### src/rtl/uart_sample_unpacker.sv
// uart_sample_unpacker: parses framed H/Y complex-sample blocks from a UART byte stream
module uart_sample_unpacker #(
  parameter int N = 32,
  parameter int H_COUNT = 16,
  parameter int Y_COUNT = 8,
  parameter int TIMEOUT_CYCLES = 50000
) (
  input  logic         clk,
  input  logic         rst,
  input  logic [7:0]   rx_data,
  input  logic         rx_valid,
  output logic [N-1:0] H_re_out,
  output logic [N-1:0] H_im_out,
  output logic         H_value_ready,
  output logic [N-1:0] Y_re_out,
  output logic [N-1:0] Y_im_out,
  output logic         Y_value_ready,
  output logic         frame_done,
  output logic         frame_err,
  output logic [1:0]   err_code
);
  localparam int B = N / 8;
  localparam int BW = $clog2(2 * B);
  localparam int CW = $clog2((H_COUNT > Y_COUNT ? H_COUNT : Y_COUNT) + 1);
  localparam int GW = $clog2(TIMEOUT_CYCLES + 1);
  typedef enum logic [1:0] {IDLE, TYPE, PAYLOAD, CHK} state_t;
  state_t state;
  logic is_y;
  logic [7:0] chk;
  logic [BW-1:0] idx;
  logic [CW-1:0] cnt;
  logic [N-1:0] re_acc, im_acc, re_next, im_next;
  logic [GW-1:0] gap;
  logic timeout, last_byte, last_sample;
  // next-state helpers: shifted accumulators and end-of-sample/frame/timeout detection
  always_comb begin
    re_next = N'({re_acc, rx_data});
    im_next = N'({im_acc, rx_data});
    last_byte = idx == BW'(2 * B - 1);
    last_sample = cnt == (is_y ? CW'(Y_COUNT - 1) : CW'(H_COUNT - 1));
    timeout = state != IDLE && !rx_valid && gap == GW'(TIMEOUT_CYCLES - 1);
  end
  // frame FSM with registered sample outputs and status pulses
  always_ff @(posedge clk) begin
    if (rst) begin
      state <= IDLE;
      is_y <= 1'b0;
      chk <= '0;
      idx <= '0;
      cnt <= '0;
      re_acc <= '0;
      im_acc <= '0;
      gap <= '0;
      H_re_out <= '0;
      H_im_out <= '0;
      H_value_ready <= 1'b0;
      Y_re_out <= '0;
      Y_im_out <= '0;
      Y_value_ready <= 1'b0;
      frame_done <= 1'b0;
      frame_err <= 1'b0;
      err_code <= 2'b00;
    end else begin
      H_value_ready <= 1'b0;
      Y_value_ready <= 1'b0;
      frame_done <= 1'b0;
      frame_err <= 1'b0;
      gap <= (state == IDLE || rx_valid || timeout) ? '0 : gap + 1'b1;
      if (timeout) begin
        frame_err <= 1'b1;
        err_code <= 2'b11;
        state <= IDLE;
        idx <= '0;
        cnt <= '0;
        re_acc <= '0;
        im_acc <= '0;
      end else if (rx_valid) begin
        case (state)
          IDLE: if (rx_data == 8'hA5) state <= TYPE;
          TYPE: begin
            if (rx_data == 8'h48 || rx_data == 8'h59) begin
              is_y <= rx_data == 8'h59;
              chk <= rx_data;
              idx <= '0;
              cnt <= '0;
              state <= PAYLOAD;
            end else begin
              frame_err <= 1'b1;
              err_code <= 2'b01;
              state <= IDLE;
            end
          end
          PAYLOAD: begin
            chk <= chk ^ rx_data;
            if (idx < BW'(B)) re_acc <= re_next;
            else im_acc <= im_next;
            idx <= last_byte ? '0 : idx + 1'b1;
            if (last_byte) begin
              cnt <= cnt + 1'b1;
              if (last_sample) state <= CHK;
              if (is_y) begin
                Y_re_out <= re_acc;
                Y_im_out <= im_next;
                Y_value_ready <= 1'b1;
              end else begin
                H_re_out <= re_acc;
                H_im_out <= im_next;
                H_value_ready <= 1'b1;
              end
            end
          end
          default: begin
            frame_done <= rx_data == chk;
            frame_err <= rx_data != chk;
            err_code <= rx_data == chk ? 2'b00 : 2'b10;
            state <= IDLE;
          end
        endcase
      end
    end
  end
endmodule

### config.mk
export PLATFORM = sky130hd
export DESIGN_NAME = uart_sample_unpacker
export DESIGN_NICKNAME = d
export VERILOG_FILES = /design/src/rtl/uart_sample_unpacker.sv
export SDC_FILE = /design/constraint.sdc
export NUM_CORES = 1
export LEC_CHECK = 0
export ABC_AREA = 1
export CAP_MARGIN = 20
export CELL_PAD_IN_SITES_DETAIL_PLACEMENT = 1
export CELL_PAD_IN_SITES_GLOBAL_PLACEMENT = 1
export CORE_MARGIN = 2
export CORE_UTILIZATION = 35
export DETAILED_ROUTE_END_ITERATION = 8
export HOLD_SLACK_MARGIN = 0.06
export PLACE_DENSITY_LB_ADDON = 0.1
export SYNTH_ARGS = -nofsm -noshare
export SYNTH_HDL_FRONTEND = slang
export SYNTH_SLANG_ARGS = --single-unit
### constraint.sdc
create_clock -name clk -period 1.7 [get_ports clk]
set_clock_uncertainty 0.05 [all_clocks]
set_input_delay 0.425 -clock clk [delete_from_list [all_inputs] [get_ports clk]]
set_output_delay 0.425 -clock clk [all_outputs]
set_load 0.05 [all_outputs]
Word-level counts from Yosys, hierarchy flattened
Cells that the tools add are included.
- register bits: 225
- bits of input ports: 11
- $add $sub $neg: 3
- order comparisons: 1
- eq/ne operators: 16
- muxes and demuxes: 25
- bitwise operators: 7
- reduce and logical (&&, ||, !) cells: 25
- operator list (kind ; number):
    $add A16 B1 Y16 const B ; 1
    $eq A16 B16 Y1 const B ; 1
    $eq A8 B7 Y1 const B ; 2
    $mux W2 ; 8
    $pmux W8 S2 ; 1
    $reduce_and A4 Y1 ; 4
    $reduce_and A3 Y1 ; 4
    $mux W5 ; 2
    $pmux W5 S2 ; 1
    $reduce_and A5 Y1 ; 2
    $eq A8 B8 Y1 ; 1
    $eq A8 B8 Y1 const B ; 1
    $mux W8 ; 1
    $ne A8 B8 Y1 ; 1
    $xor A8 B8 Y8 ; 1
    $mux W3 ; 2
    $ne A2 B2 Y1 const B ; 3
    $not A1 Y1 ; 6
    $pmux W2 S3 ; 1
    $pmux W3 S2 ; 1
    $reduce_bool A2 Y1 ; 3
    $reduce_or A2 Y1 ; 3
    $reduce_or A6 Y1 ; 1
    $add A5 B1 Y5 const B ; 1
    17 further kinds ; 25

Logic depth before layout (Yosys ltp)
Gate-level depths: netlist of run 1.
- depth in word-level cells: 6
- gate-level depth with buffers: 11
- mapped depth without buffers: 10

Worst setup path after synthesis of run 1
Ideal clock, no wire load.
- path type: reg-to-reg
- from: reg state[1]
- to: reg idx[0]
- data arrival time: 1.604 ns
- data required time: 1.580 ns
- setup slack: -0.024 ns
- cell stages (with the launch flop): 10
- path buffers: 3
- period minus slack after synthesis: 1.724 ns
- cells stage by stage: dfxtp_1 -> inv_1 -> ha_1 -> clkbuf_1 -> or2_0 -> buf_2 -> nand3_4 -> buf_6 -> nand2_1 -> a21oi_1
- longest elaborated chain between the ends: 4
- elaborated cells on any way between the ends: 10
- classes of those cells: eq/ne: 3; mux: 1; reduce/logical: 6
- ends and longest elaborated chain (item ; line ; source):
    start: declaration ; 27 ; state_t state;
    start signal: assignment ; 46 ; state <= IDLE;
    start signal: assignment ; 72 ; state <= IDLE;
    start signal: assignment ; 79 ; IDLE: if (rx_data == 8'hA5) state <= TYPE;
    branches (longest 4 deep; another with $reduce_and A3 Y1) ; n/a ;
    end signal: assignment ; 97 ; idx <= last_byte ? '0 : idx + 1'b1;
    end: declaration ; 30 ; logic [BW-1:0] idx;
Parallel ways; which one is timed is not known.
A chain may end at the register's enable or synchronous reset.

Final worst setup path of run 1
- from: reg idx[1]
- to: reg H_im_out[27]
- longest elaborated chain between the ends: 2
- ends and longest elaborated chain (item ; line ; source):
    $eq A3 B3 Y1 ; 39 ; last_byte = idx == BW'(2 * B - 1);
    $reduce_and A5 Y1 (no line) ; n/a ;
    end signal: assignment ; 107 ; H_im_out <= im_next;
    end: declaration ; 13 ; output logic [N-1:0] H_im_out,
No other way between the ends.

==> run_results.csv, run 1 <==
group,metric,value,unit
status,status,"finished, violations left",
status,failed_checks,"negative setup slack",
power_and_ir_drop,peakVddDrop,0.000815,V
final_layout,area_growth,59.9,%
clocking,clock_latency,0.53,ns
route,routed_via_density,5.07,
timing,drv_slew,0,
final_layout,final_cells,1694,
global_routing,gr-total-overflow,0,
timing,setup_viol,61,
route,drcViolationCount,0,
route,wl_per_cell,19.1,um
final_layout,nets,1375,
floorplan,die_y,162,um
placement,placed_cell_area,12200,sq um
final_layout,finalInstanceArea,14000,sq um
power_and_ir_drop,switchingPower,2390,uW
clocking,clkSinkCount,225,
critical_path,cp_max_fo,7,
yosys,synth-seq-cells,225,
timing,period_share,105,%
critical_path,setup.worst_path.end_class,"register",
route,vias,8596,
clocking,clkTransAtPathRegs,0.06,ns
global_routing,antenna_found_initial,0,
timing,max_freq,0.561,GHz
timing,fin_ws,-0.0839,ns
floorplan,ioPinCount,145,
clocking,cts_made_buffers,25,
power_and_ir_drop,switching_share,22.0,%
critical_path,r2r_start,"idx[1]",
global_routing,grt_pass1_vias,8634,
timing,period_needed,1.78,ns
floorplan,core-area,24500,sq um
power_and_ir_drop,leakagePower,0.00557,uW
timing,rsz0062_at_grt,"true",
yosys,ys_seq_area_share,51.5,%
yosys,synthDistinctLibCells,30,
power_and_ir_drop,pwr-share-comb,3.4,%
hold_path,hp-class,"register to register",
timing,relSlewSlack,75.5,%
clocking,cts_tree,"built",
critical_path,slowest_delay,0.37,ns
floorplan,placementRows,57,
power_and_ir_drop,seq_power_share,48.5,%
yosys,syn-num-nets,1153,
yosys,synth_warnings,0,
hold_path,holdCritStartpoint,"re_acc[16]",
yosys,avgSynthCellArea,7.72,sq um
route,ant_nets,0,
placement,place_inst,1615,
placement,dpl.hpwl,19200,um
critical_path,required,2.11,ns
route,totalWireLength,32400,um
final_layout,fin_util,57.2,%
floorplan,dieArea,26300,sq um
power_and_ir_drop,p_int,8470,uW
critical_path,cpMaxStageDelayCell,"dfxtp_2",
clocking,root_buffer,"clkbuf_16",
timing,hold_violations,0,
critical_path,critPathArrivalTime,2.19,ns
flow_run,drv_cap,0,
yosys,yosys.area.top_type,"dfxtp_1",
route,drt_first_iter_violations,374,
power_and_ir_drop,clock_power_share,48.1,%
placement,gp_congestion,0.802,
global_routing,grt_pass1_wl,46000,um
global_routing,grt_max_degree,54,
final_layout,diodes,0,
critical_path,cp-start-kind,"register",
clocking,hold_buffers,0,
yosys,postSynthCellCount,1133,
power_and_ir_drop,power_density,776,nW/um^2
global_routing,grt_use_total,21.5,%
floorplan,die_w,162,um
critical_path,cp_cell_sequence,"ha_4 > ha_4 > inv_4 > nor2_4 > inv_2 > nor2_4 > buf_12 > buf_12 > clkbuf_16 > o21ai_2 > nor2_1",
yosys,synth_area_leaders,"dfxtp_1 (51%), a21oi_1 (8.2%), nor2_1 (7.9%)",
final_layout,layout-drive-gt1-share,29.4,%
clocking,cts_max_level,1,
clocking,clk_path_buf_depth,3,
route,dr.pass1.iters,5,
placement,port_buffers,144,
yosys,syn_area,8750,sq um
timing,worstMarginPinSlew,0.365,ns
critical_path,crit_start,"idx[1]",
floorplan,start_util,35.8,%
yosys,synth_top_area_share,51.5,%
critical_path,path_class,"register to register",
-- power by group through the flow --
stage          combinational, uW  clock, uW  sequential [uW]
3_3_place_gp                 298          0             5390
3_5_place_dp                 302          0             5390
4_1_cts                      305       5310             5270
2_1_floorplan                121          0             5390
5_1_grt                      390       5520             5270
6_report                     365       5220             5270
-- cell families (layout without fill, tap and decap cells) --
group	after synthesis	in the layout	synth area share, %
AOI/OAI and AO/OA	285	285	16.4
xor gates and xnor gates	5	5	0.500
adders and majority gates	9	9	1.29
buffers and inverters	141	377	7.36
DFF	225	225	51.5
and+or+nand+nor	468	469	23.0
-- flip-flops by register name, summed over array words and instances (netlist names), 2 cells and up --
register,flops
idx,3
state,2
H_im_out,32
re_acc,32
Y_im_out,32
err_code,2
H_re_out,32
Y_re_out,32
gap,16
chk,8
cnt,5
im_acc,24
-- worst paths after layout --
kind / endpoint / slack, ns / cells after the start
worst min-delay path: re_acc[16] / 0.41 / 2
worst max register to register: H_im_out[27] / -0.08 / 11
worst min register to register: re_acc[16] / 0.41 / 2
worst max-delay path: H_im_out[27] / -0.08 / 11
-- placed cells by master (no fill, tap or decap), types with 3 or more instances in the layout --
cell / n
xor2_1: 5
nor3_1: 11
nand3_2: 3
nor2_2: 38
ha_2: 3
dfxtp_2: 7
nand2_2: 4
buf_12: 139
clkinv_2: 7
or2_0: 28
o21ai_1: 35
nand3_4: 3
clkbuf_16: 36
buf_8: 4
or2_1: 4
dfxtp_1: 218
clkdlybuf4s50_1: 10
o21ai_2: 14
nand2_1: 163
nor2_1: 134
o21ai_0: 90
buf_6: 9
a21oi_2: 8
inv_1: 61
nand3_1: 41
nand4_1: 15
buf_4: 88
inv_2: 5
ha_1: 4
clkbuf_1: 6
nor2_4: 15
a21oi_1: 136
-- layout make-up --
| type | count | area [sq um] |
|---|---|---|
| Clock buffer | 32 | 662 |
| Fill cell | 2726 | 10500 |
| Inverter | 72 | 288 |
| Clock inverter | 10 | 106 |
| Sequential cell | 225 | 4510 |
| Tap cell | 324 | 405 |
| Multi-Input combinational cell | 768 | 3980 |
| Timing Repair Buffer | 263 | 4040 |
-- cell usage after synthesis (all sizes together) --
master and number:
nor2 187, o21ai 139, clkbuf 25, xor2 5
dfxtp 225, o21bai 1, inv 71, ha 9
buf 44, nand2 169, nor3 11, nor3b 2
nand4 15, a21oi 144, or2 36, nand3 47
nand3b 1, clkinv 1, o21a 1
-- per-layer routing --
layer | vias up | GRT usage (%) | wire [um]
met4 | 0 | 5.35 | 636
met5 | - | 0 | 0
met2 | 176 | 37.5 | 16500
li1 | 4139 | - | -
met1 | 4233 | 27.9 | 14100
met3 | 48 | 3.42 | 1180
-- critical path: cells and delay by family, from the launching register on --
family                     cells  cell delay, ns
DFF                            1            0.37
AOI/OAI and AO/OA              1            0.07
buffers and inverters          5            0.56
adders and majority gates      2            0.30
and+or+nand+nor                3            0.36
-- per-stage QoR --
stage / TNS, ns / total power, uW / setup slack, ns / hold slack [ns]
final: -1.68 / 10900 / -0.0839 / 0.407
after global placement: -82.84 / 5690 / -0.443 / 0.398
after detailed placement: -86.52 / 5690 / -0.491 / 0.404
after global routing: -7.26 / 11200 / -0.118 / 0.426
after CTS: -0.285 / 10900 / -0.0404 / 0.413
after floorplan: 0 / 5510 / 0.00512 / 0.368
-- timing repair --
action                                  in CTS  in global routing
endpoints found under the setup margin     131                187
buffers inserted                            10                  7
gates resized for setup                     37                156
gates cloned                                 5                 20
pin swaps                                    3                 22
No activity file was read; power rests on OpenSTA's default activity.
==> inputs of run 2 (changes only) <==
--- a/config.mk
+++ b/config.mk
@@ -9,11 +9,13 @@
 export CAP_MARGIN = 20
 export CELL_PAD_IN_SITES_DETAIL_PLACEMENT = 1
 export CELL_PAD_IN_SITES_GLOBAL_PLACEMENT = 1
-export CORE_MARGIN = 2
+export CORE_ASPECT_RATIO = 1.25
+export CORE_MARGIN = 8
 export CORE_UTILIZATION = 35
 export DETAILED_ROUTE_END_ITERATION = 8
 export HOLD_SLACK_MARGIN = 0.06
 export PLACE_DENSITY_LB_ADDON = 0.1
+export RECOVER_POWER = 50
 export SYNTH_ARGS = -nofsm -noshare
 export SYNTH_HDL_FRONTEND = slang
 export SYNTH_SLANG_ARGS = --single-unit
==> run 2 against run 1 <==
  * The flow still finishes with violations (negative setup slack)
  * Cell count up 0.41%
  * Total power up 0.58%
  * Combinational power down 6.0%
  * Largest power group is now the clock network
==> run_results.csv, run 2 (synthesis gave the netlist of run 1 again) <==
group,metric,value,unit
timing,max_freq,0.573,GHz
global_routing,gr-total-overflow,0,
route,dr.pass1.iters,5,
floorplan,die_y,193,um
final_layout,layout-drive-gt1-share,27.1,%
timing,drv_slew,0,
critical_path,crit_cells,11,
route,vias,8681,
critical_path,r2r_start,"idx[0]",
final_layout,nets,1373,
critical_path,required,2.07,ns
critical_path,cp-start-kind,"register",
power_and_ir_drop,power,10900,uW
critical_path,cp_max_fo,32,
clocking,clock_latency,0.52,ns
critical_path,critPathArrivalTime,2.11,ns
placement,gp_congestion,0.810,
floorplan,placementRows,64,
route,routed_via_density,5.10,
clocking,clk_path_buf_depth,3,
critical_path,cp_top_family,"simple AND/OR/NAND/NOR gates",
route,drt_first_iter_violations,417,
global_routing,grt_pass1_wl,49100,um
clocking,clkSinkCount,225,
critical_path,path_class,"register to register",
hold_path,hp-class,"input pin to register",
global_routing,antenna_found_initial,0,
global_routing,grt_pass1_vias,9033,
floorplan,start_util,35.7,%
power_and_ir_drop,peakVddDrop,0.000896,V
floorplan,die_w,157,um
critical_path,ff2ff_setup_slack,-0.05,ns
clocking,cts_max_level,1,
power_and_ir_drop,leakagePower,0.00534,uW
final_layout,layout_common_cells,"dfxtp_1 (221), nor2_1 (167), nand2_1 (165)",
route,ant_nets,0,
timing,worstMarginPinSlew,0.341,ns
route,totalWireLength,34200,um
critical_path,cpMaxStageDelayCell,"dfxtp_2",
route,wl_per_cell,20.1,um
critical_path,cp-endpoint,"Y_im_out[20]",
timing,period_needed,1.75,ns
final_layout,area_growth,45.5,%
timing,setup_viol,31,
clocking,root_buffer,"clkbuf_16",
timing,hold_violations,0,
global_routing,grt_use_total,20.4,%
flow_run,drv_cap,0,
final_layout,diodes,0,
global_routing,grt_max_degree,60,
status,failed_checks,"negative setup slack",
route,drcViolationCount,0,
critical_path,worst_r2r_path_depth,11,
critical_path,crit_buf_inv,5,
timing,rsz0062_at_grt,"true",
placement,dpl.hpwl,20800,um
floorplan,core-area,24500,sq um
final_layout,n_fill_cell,2910,
timing,fin_ws,-0.0459,ns
critical_path,rr_endpoint,"Y_im_out[20]",
timing,relSlewSlack,77.1,%
floorplan,ioPinCount,145,
critical_path,setup.worst_path.end_class,"register",
final_layout,layout_commonest_cell,"dfxtp_1",
critical_path,slowest_delay,0.35,ns
status,status,"finished, violations left",
critical_path,cp_cell_sequence,"ha_4 > ha_4 > inv_4 > nor2_4 > inv_2 > nor2_4 > buf_4 > inv_1 > buf_12 > nor2_1 > nor2_1",
floorplan,dieArea,30400,sq um
power_and_ir_drop,power_density,858,nW/um^2
placement,port_buffers,144,
clocking,cts_made_buffers,24,
clocking,cts_tree,"built",
timing,period_share,103,%
timing,final.setup.tns,-0.502,ns
critical_path,crit_start,"idx[0]",
clocking,clkTransAtPathRegs,0.07,ns
## run 2: cell types whose count changed in the layout (fill, tap and decap cells not counted), sizes merged
cell	previous run	this run
nand3	47	48
clkinv	8	5
nand2	170	169
dlymetal6s2s	0	1
buf	242	177
clkdlybuf4s50	10	9
clkbuf	43	113
bufinv	2	1
## run 2: timing repair
action	4_1_cts	5_1_grt
pin swaps	3	36
setup endpoints to repair	178	217
resized for setup	54	110
gates cloned	10	11
buffers inserted	9	5
endpoints found under the hold margin	0	0
hold buffers	0	0
## run 2: tightest hold or removal path, delay by kind of cell
| kind | cells | cell delay (ns) |
|---|---|---|
| AOI/OAI and AO/OA | 1 | 0.07 |
| buffers and inverters | 1 | 0.23 |
| and+or+nand+nor | 3 | 0.21 |
## run 2: how the worst min path moves through the flow
stage / start / end / slack, ns / depth (start not counted)
2_1_floorplan: gap[0] / gap[0] / 0.37 / 1
3_3_place_gp: re_acc[0] / re_acc[0] / 0.40 / 2
3_5_place_dp: re_acc[11] / re_acc[11] / 0.40 / 2
4_1_cts: re_acc[11] / re_acc[11] / 0.41 / 2
5_1_grt: re_acc[9] / re_acc[9] / 0.43 / 2
6_report: rx_data[0] / chk[0] / 0.41 / 5
## run 2: where the power goes
part	internal [uW]	switching (uW)	total [uW]
Clock	3070	2240	5310
Combinational	147	196	343
Sequential	5270	0.572	5270
## run 2: per-layer routing
| layer | vias up | track usage (%) | routed length [um] |
|---|---|---|---|
| met4 | 0 | 5.58 | 842 |
| met5 | - | 0 | 0 |
| met1 | 4288 | 23.6 | 14200 |
| met3 | 54 | 3.45 | 1390 |
| met2 | 188 | 37.9 | 17800 |
| li1 | 4151 | - | - |
## run 2: cell type report
cell class                 count  area [sq um]  share of cell area [%]
inverter                      72           278                    2.18
clock inverter                 6          68.8                   0.540
clock buffer                  38           723                    5.68
multi-input combinational    768          3880                    30.5
tap                          330           413                    3.24
timing repair buffer         262          2860                    22.5
sequential                   225          4510                    35.4
## run 2: through the flow
step           util [%]  worst slack (ns)  hold slack (ns)  area, sq um  cells
2_1_floorplan         -           0.00512            0.368         8750   1133
3_3_place_gp       50.6            -0.445            0.399        12400   1623
3_5_place_dp       50.6            -0.554            0.404        12400   1623
5_1_grt            52.0            -0.140            0.430        12700   1701
4_1_cts            55.8           -0.0641            0.414        13700   1686
6_report           52.0           -0.0459            0.407        12700   1701
